## config.mk

```make
export PLATFORM = sky130hd
export DESIGN_NAME = pipeline_scoreboard
export DESIGN_NICKNAME = d
export VERILOG_FILES = /design/src/rtl/pipeline_scoreboard_pkg.sv /design/src/rtl/pipeline_scoreboard_decode.sv /design/src/rtl/pipeline_scoreboard.sv
export SDC_FILE = /design/constraint.sdc
export NUM_CORES = 1
export LEC_CHECK = 0
export CORE_UTILIZATION = 60
export DETAILED_ROUTE_END_ITERATION = 10
export HOLD_SLACK_MARGIN = 0.03
export MAX_ROUTING_LAYER = met4
export PLACE_DENSITY_LB_ADDON = 0.3
export RECOVER_POWER = 100
export SLEW_MARGIN = 20
export SYNTH_ARGS = -nofsm -noshare
export SYNTH_HDL_FRONTEND = slang
export SYNTH_HIERARCHICAL = 1
export SYNTH_SLANG_ARGS = --single-unit
```

## constraint.sdc

```tcl
create_clock -name clk -period 4.8 [get_ports clk]
set_input_delay 0.48 -clock clk [delete_from_list [all_inputs] [get_ports clk]]
set_output_delay 0.48 -clock clk [all_outputs]
set_load 0.005 [all_outputs]
```

## src/rtl/pipeline_scoreboard_pkg.sv

```systemverilog
// Shared definitions for the decode-stage interlock: MIPS opcode values,
// default result latencies and the decode outcome encoding.
package pipeline_scoreboard_pkg;

   localparam logic [5:0] OP_RTYPE     = 6'h00;
   localparam logic [5:0] OP_J         = 6'h02;
   localparam logic [5:0] OP_JAL       = 6'h03;
   localparam logic [5:0] OP_BEQ       = 6'h04;
   localparam logic [5:0] OP_BNE       = 6'h05;
   localparam logic [5:0] OP_IARITH_LO = 6'h08;
   localparam logic [5:0] OP_IARITH_HI = 6'h0F;
   localparam logic [5:0] OP_LW        = 6'h23;
   localparam logic [5:0] OP_SW        = 6'h2B;

   localparam int DEFAULT_ALU_LAT  = 3;
   localparam int DEFAULT_LOAD_LAT = 4;
   localparam int DEFAULT_CNT_W    = 3;

   localparam logic [4:0] REG_RA = 5'd31;

   // What the decode stage does with the instruction it holds this cycle
   typedef enum logic [1:0] {
      DEC_IDLE,
      DEC_ISSUE,
      DEC_STALL,
      DEC_FLUSH
   } decode_action_e;

endpackage

```

## src/rtl/pipeline_scoreboard_decode.sv

```systemverilog
// Register-usage decoder: which source registers an instruction reads and
// which register (if any) it writes. $0 is never reported as used or written.
module pipeline_scoreboard_decode
   import pipeline_scoreboard_pkg::*;
(
   input  logic [31:0] instr,
   output logic [4:0]  rs,
   output logic [4:0]  rt,
   output logic        use_rs,
   output logic        use_rt,
   output logic [4:0]  dest,
   output logic        has_dest,
   output logic        is_load
);

   logic [5:0] opcode;
   logic       rs_read;
   logic       rt_read;
   logic       writes;

   assign opcode = instr[31:26];
   assign rs     = instr[25:21];
   assign rt     = instr[20:16];

   // Classify the opcode into register reads/writes; all-zero word is a nop
   always_comb begin
      rs_read = 1'b0;
      rt_read = 1'b0;
      writes  = 1'b0;
      dest    = 5'd0;
      is_load = 1'b0;
      if (instr != 32'd0) begin
         case (opcode)
            OP_RTYPE: begin
               rs_read = 1'b1;
               rt_read = 1'b1;
               writes  = 1'b1;
               dest    = instr[15:11];
            end
            OP_LW: begin
               rs_read = 1'b1;
               writes  = 1'b1;
               dest    = instr[20:16];
               is_load = 1'b1;
            end
            OP_SW, OP_BEQ, OP_BNE: begin
               rs_read = 1'b1;
               rt_read = 1'b1;
            end
            OP_JAL: begin
               writes = 1'b1;
               dest   = REG_RA;
            end
            default: begin
               if (opcode >= OP_IARITH_LO && opcode <= OP_IARITH_HI) begin
                  rs_read = 1'b1;
                  writes  = 1'b1;
                  dest    = instr[20:16];
               end
            end
         endcase
      end
   end

   assign use_rs   = rs_read && (rs != 5'd0);
   assign use_rt   = rt_read && (rt != 5'd0);
   assign has_dest = writes && (dest != 5'd0);

endmodule

```

## src/rtl/pipeline_scoreboard.sv

```systemverilog
// Decode-stage interlock: per-register countdown timers mark results still in
// flight; decode stalls (PC held, bubble injected) while it reads one of them.
// A timer is loaded with LAT-1 so a producer issued at cycle t is readable at
// t+LAT, giving LAT-1 stall cycles for a back-to-back dependent instruction.
module pipeline_scoreboard
   import pipeline_scoreboard_pkg::*;
#(
   parameter int ALU_LAT  = DEFAULT_ALU_LAT,
   parameter int LOAD_LAT = DEFAULT_LOAD_LAT,
   parameter int CNT_W    = DEFAULT_CNT_W
)
(
   input  logic        clk,
   input  logic        rst_n,
   input  logic        id_valid,
   input  logic [31:0] id_instr,
   input  logic        flush,
   output logic        pc_write,
   output logic        ctrl_zero,
   output logic        issue,
   output logic [31:0] busy_mask,
   output logic [15:0] stall_cycles
);

   localparam logic [CNT_W-1:0] ALU_RELOAD  = CNT_W'(ALU_LAT - 1);
   localparam logic [CNT_W-1:0] LOAD_RELOAD = CNT_W'(LOAD_LAT - 1);

   logic [CNT_W-1:0] cnt [32];
   logic [4:0]       rs;
   logic [4:0]       rt;
   logic [4:0]       dest;
   logic             use_rs;
   logic             use_rt;
   logic             has_dest;
   logic             is_load;
   logic             hazard;
   decode_action_e   action;

   pipeline_scoreboard_decode u_decode (
      .instr    (id_instr),
      .rs       (rs),
      .rt       (rt),
      .use_rs   (use_rs),
      .use_rt   (use_rt),
      .dest     (dest),
      .has_dest (has_dest),
      .is_load  (is_load)
   );

   // A register is pending while its timer is non-zero; $0 is never pending
   always_comb begin
      busy_mask = 32'd0;
      for (int r = 1; r < 32; r++) begin
         busy_mask[r] = (cnt[r] != '0);
      end
   end

   assign hazard = id_valid && !flush &&
                   ((use_rs && busy_mask[rs]) || (use_rt && busy_mask[rt]));

   // Pick the decode outcome: flush beats stall beats issue
   always_comb begin
      action = DEC_IDLE;
      if (flush) begin
         action = DEC_FLUSH;
      end else if (hazard) begin
         action = DEC_STALL;
      end else if (id_valid) begin
         action = DEC_ISSUE;
      end
   end

   assign issue     = rst_n && (action == DEC_ISSUE);
   assign pc_write  = rst_n && (action != DEC_STALL);
   assign ctrl_zero = !issue;

   // Timers: an issue writing r restarts its timer, otherwise count down to 0
   always_ff @(posedge clk or negedge rst_n) begin
      if (!rst_n) begin
         for (int r = 0; r < 32; r++) begin
            cnt[r] <= '0;
         end
      end else begin
         for (int r = 0; r < 32; r++) begin
            if (issue && has_dest && (dest == 5'(r))) begin
               cnt[r] <= is_load ? LOAD_RELOAD : ALU_RELOAD;
            end else if (cnt[r] != '0) begin
               cnt[r] <= cnt[r] - 1'b1;
            end
         end
      end
   end

   // Saturating count of cycles lost to data hazards
   always_ff @(posedge clk or negedge rst_n) begin
      if (!rst_n) begin
         stall_cycles <= 16'd0;
      end else if (hazard && (stall_cycles != 16'hFFFF)) begin
         stall_cycles <= stall_cycles + 16'd1;
      end
   end

endmodule
```

==> results.toml <==
[route]
ant_nets = 0
drtPass1Iterations = 5
num_vias = 5642
wl_per_cell_um = 16.8
via_per_inst = 5.64
drcViolationCount = 0
drt_iter0_drc = 285
wl_um = 16800

[final_layout]
diodes = 0
layout-drive-gt1-share = 0.0804
post-route-util = 0.705
syn_to_final_growth_pct = 13.0
num-nets-final = 927
fillers = 968
multiInputGateArea_mm2 = 0.00417
final-seq-area_mm2 = 0.00273
final_cells = 1001

[clocking]
cts_tree = "done"
clk-insertion-delay-late_ns = 0.36
cts_resized = 0
cts.sink_count = 109
cts-root-buf = "clkbuf_16"
cts_hold_buf = 0
htreeDepth = 3
path_clk_slew_ns = 0.07
numCtsBuffers = 9
post_cts_buffers = 0
cts_buffer_depth = 2

[floorplan]
die-area_mm2 = 0.0131
fp.dieH_um = 115
io_pins = 87
rows = 40
coreArea_mm2 = 0.0122
die_x_um = 115
start_util = 0.624

[synthesis]
ys_seq_area_frac = 0.358
synthFlopType = "dfrtp_1"
post_synth_num_cell_types = 53
ys_ff_latch = 109
synthTopCellsByArea = "dfrtp_1 36%, ha_1 10%, xnor2_1 5.2%, mux2_4 4.9%, or3_4 3.8%"
syn_area_per_cell_um2 = 10.0
yosysWarnings = 6
synth_edf_count = 0
synthCells = 760
synth_area_mm2 = 0.00762
async_flop_share = 1.00
synth_top_area_share = 0.358
syn_nets = 859
yosysTopAreaCell = "dfrtp_1"

[min_path]
hp-class = "input port to async pin"

[power_and_ir_drop]
vdd_drop_max_uv = 417
p_per_area_mw_per_mm2 = 578
totalPowerFinal_mw = 4.98
p_leak_nw = 3.88

[worst_setup_path]
crit_path_end_kind = "output port"
startpoint_type = "input port"
critical_path.max_fanout = 18
cp.arrival_ns = 3.81
cp.required_ns = 4.32
critical_path_class = "input port to output port"

[sta]
hold_violations = 0
slew_violations = 59
slew_headroom = -1.13
fin_crit_sh = 0.894
fin_worst_skew_ns = 0.0105
rsz0062_at_grt = "false"
finalCriticalPeriod_ns = 4.29
finalSetupViolCount = 0
setup_ws_ns = 0.507
max_freq_mhz = 233
worst_pin_slew_ns = 3.20
tns_ns = 0

[placed_design]
routabilityCongestion = 0.868
port_buffers = 85
pre_cts_ws_ns = 0.663
dp_hpwl_um = 12400
dp_cells = 985

[flow_run]
drv_cap = 1

[global_route]
grt_pass1_wl_um = 28000
grtUsageTotal = 0.283
antenna_found_initial = 0
grt_max_degree = 59
grt_pass1_vias = 5736
grt_overflow_total = 0

[outcome]
status = "finished, violations left"
violations = "max-capacitance violations, max-slew violations"
logic make-up (layout without fill, tap and decap cells):
logic type,after synthesis,after routing,synth area share
AND/OR/NAND/NOR,286,286,0.220
flip-flops,109,109,0.358
buffers and inverters,107,180,0.0639
multiplexers,82,82,0.148
AO/OA/AOI/OAI,66,66,0.0536
adder cells (fa/ha/maj),63,63,0.103
XOR/XNOR,46,46,0.0529
other,1,1,0.000492
path summary, 6_finish.rpt:
kind / end / from / cells past startpoint / slack, ns
min reg2reg: stall_cycles[10]$_DFFE_PN0P_ / stall_cycles[10]$_DFFE_PN0P_ / 1 / 0.49
min in group clk: stall_cycles[10]$_DFFE_PN0P_ / stall_cycles[10]$_DFFE_PN0P_ / 1 / 0.49
max in group asynchronous: cnt[66]$_DFFE_PN0P_ / rst_n / 2 / 1.16
max reg2reg: cnt[69]$_DFFE_PN0P_ / cnt[4]$_DFFE_PN0P_ / 12 / 0.86
max: ctrl_zero / id_instr[26] / 12 / 0.51
min: cnt[61]$_DFFE_PN0P_ / rst_n / 1 / 0.18
area by class of cell:
class,instances,area share
timing repair buffer,92,0.104
tap,168,0.0244
inverter,72,0.0314
multi-input combinational,544,0.485
sequential,109,0.317
clock buffer,12,0.0298
clock inverter,4,0.00916
placed cells by master (no fill, tap or decap), types with 11 or more instances in the layout:
cell type | netlist | layout
clkdlybuf4s50_1 | 0 | 34
o21ai_0 | 34 | 35
ha_1 | 63 | 63
nor2_1 | 44 | 44
nand3_1 | 19 | 19
dfrtp_1 | 109 | 109
mux2_2 | 23 | 22
or3_1 | 0 | 25
xnor2_1 | 45 | 45
nand2b_1 | 33 | 34
mux2_1 | 0 | 26
a21oi_1 | 11 | 11
nor3_1 | 13 | 15
nand2_1 | 69 | 69
dlygate4sd3_1 | 0 | 50
and3_1 | 11 | 11
inv_1 | 72 | 72
mux2i_1 | 22 | 22
mux4_2 | 12 | 12
nor2b_1 | 19 | 19
and2_1 | 16 | 11
critical path: stages:
cell	delay, ns
dlygate4sd3_1	0.66
nor2b_1	0.31
and2_0	0.27
a31oi_1	0.13
nor3_1	0.36
nand2b_1	0.13
nor4_1	0.30
nor3_1	0.09
nand4_2	0.31
nor2_1	0.13
inv_1	0.08
dlygate4sd3_1	0.58
cells in the mapped netlist (14+ instances only):
| master | number |
|---|---|
| clkbuf_1 | 14 |
| and2_1 | 16 |
| xnor2_1 | 45 |
| o21ai_0 | 34 |
| nand2_1 | 69 |
| dfrtp_1 | 109 |
| nor2b_1 | 19 |
| inv_1 | 72 |
| mux2_2 | 23 |
| nand3_1 | 19 |
| mux2i_1 | 22 |
| nand2b_1 | 33 |
| ha_1 | 63 |
| mux2_4 | 25 |
| nor2_1 | 44 |
| or3_4 | 26 |
metal layers:
layer  vias to the layer above  global-route usage  wire [um]
met2                       138               0.486       8550
met4                         0               0.101        307
li1                       2689                   -          -
met3                        23              0.0360        759
met5                         -                   -          0
met1                      2792               0.344       7170
state kept, by name, summed over array words and instances (netlist names):
name          count
cnt              93
stall_cycles     16
where the power goes:
group,switching [mW],internal [mW]
Sequential,0.203,1.37
Combinational,1.33,1.25
Clock,0.342,0.490
metrics by stage:
| stage | hold slack [ns] | instance area [um^2] |
|---|---|---|
| 6_report | 0.178 | 8610 |
| 5_1_grt | 0.235 | 8610 |
| 4_1_cts | 0.199 | 8850 |
| 3_5_place_dp | 0.486 | 8520 |
| 3_3_place_gp | 0.472 | 8520 |
| 2_1_floorplan | 0.184 | 7620 |
Power figures use the tool's default switching activity.
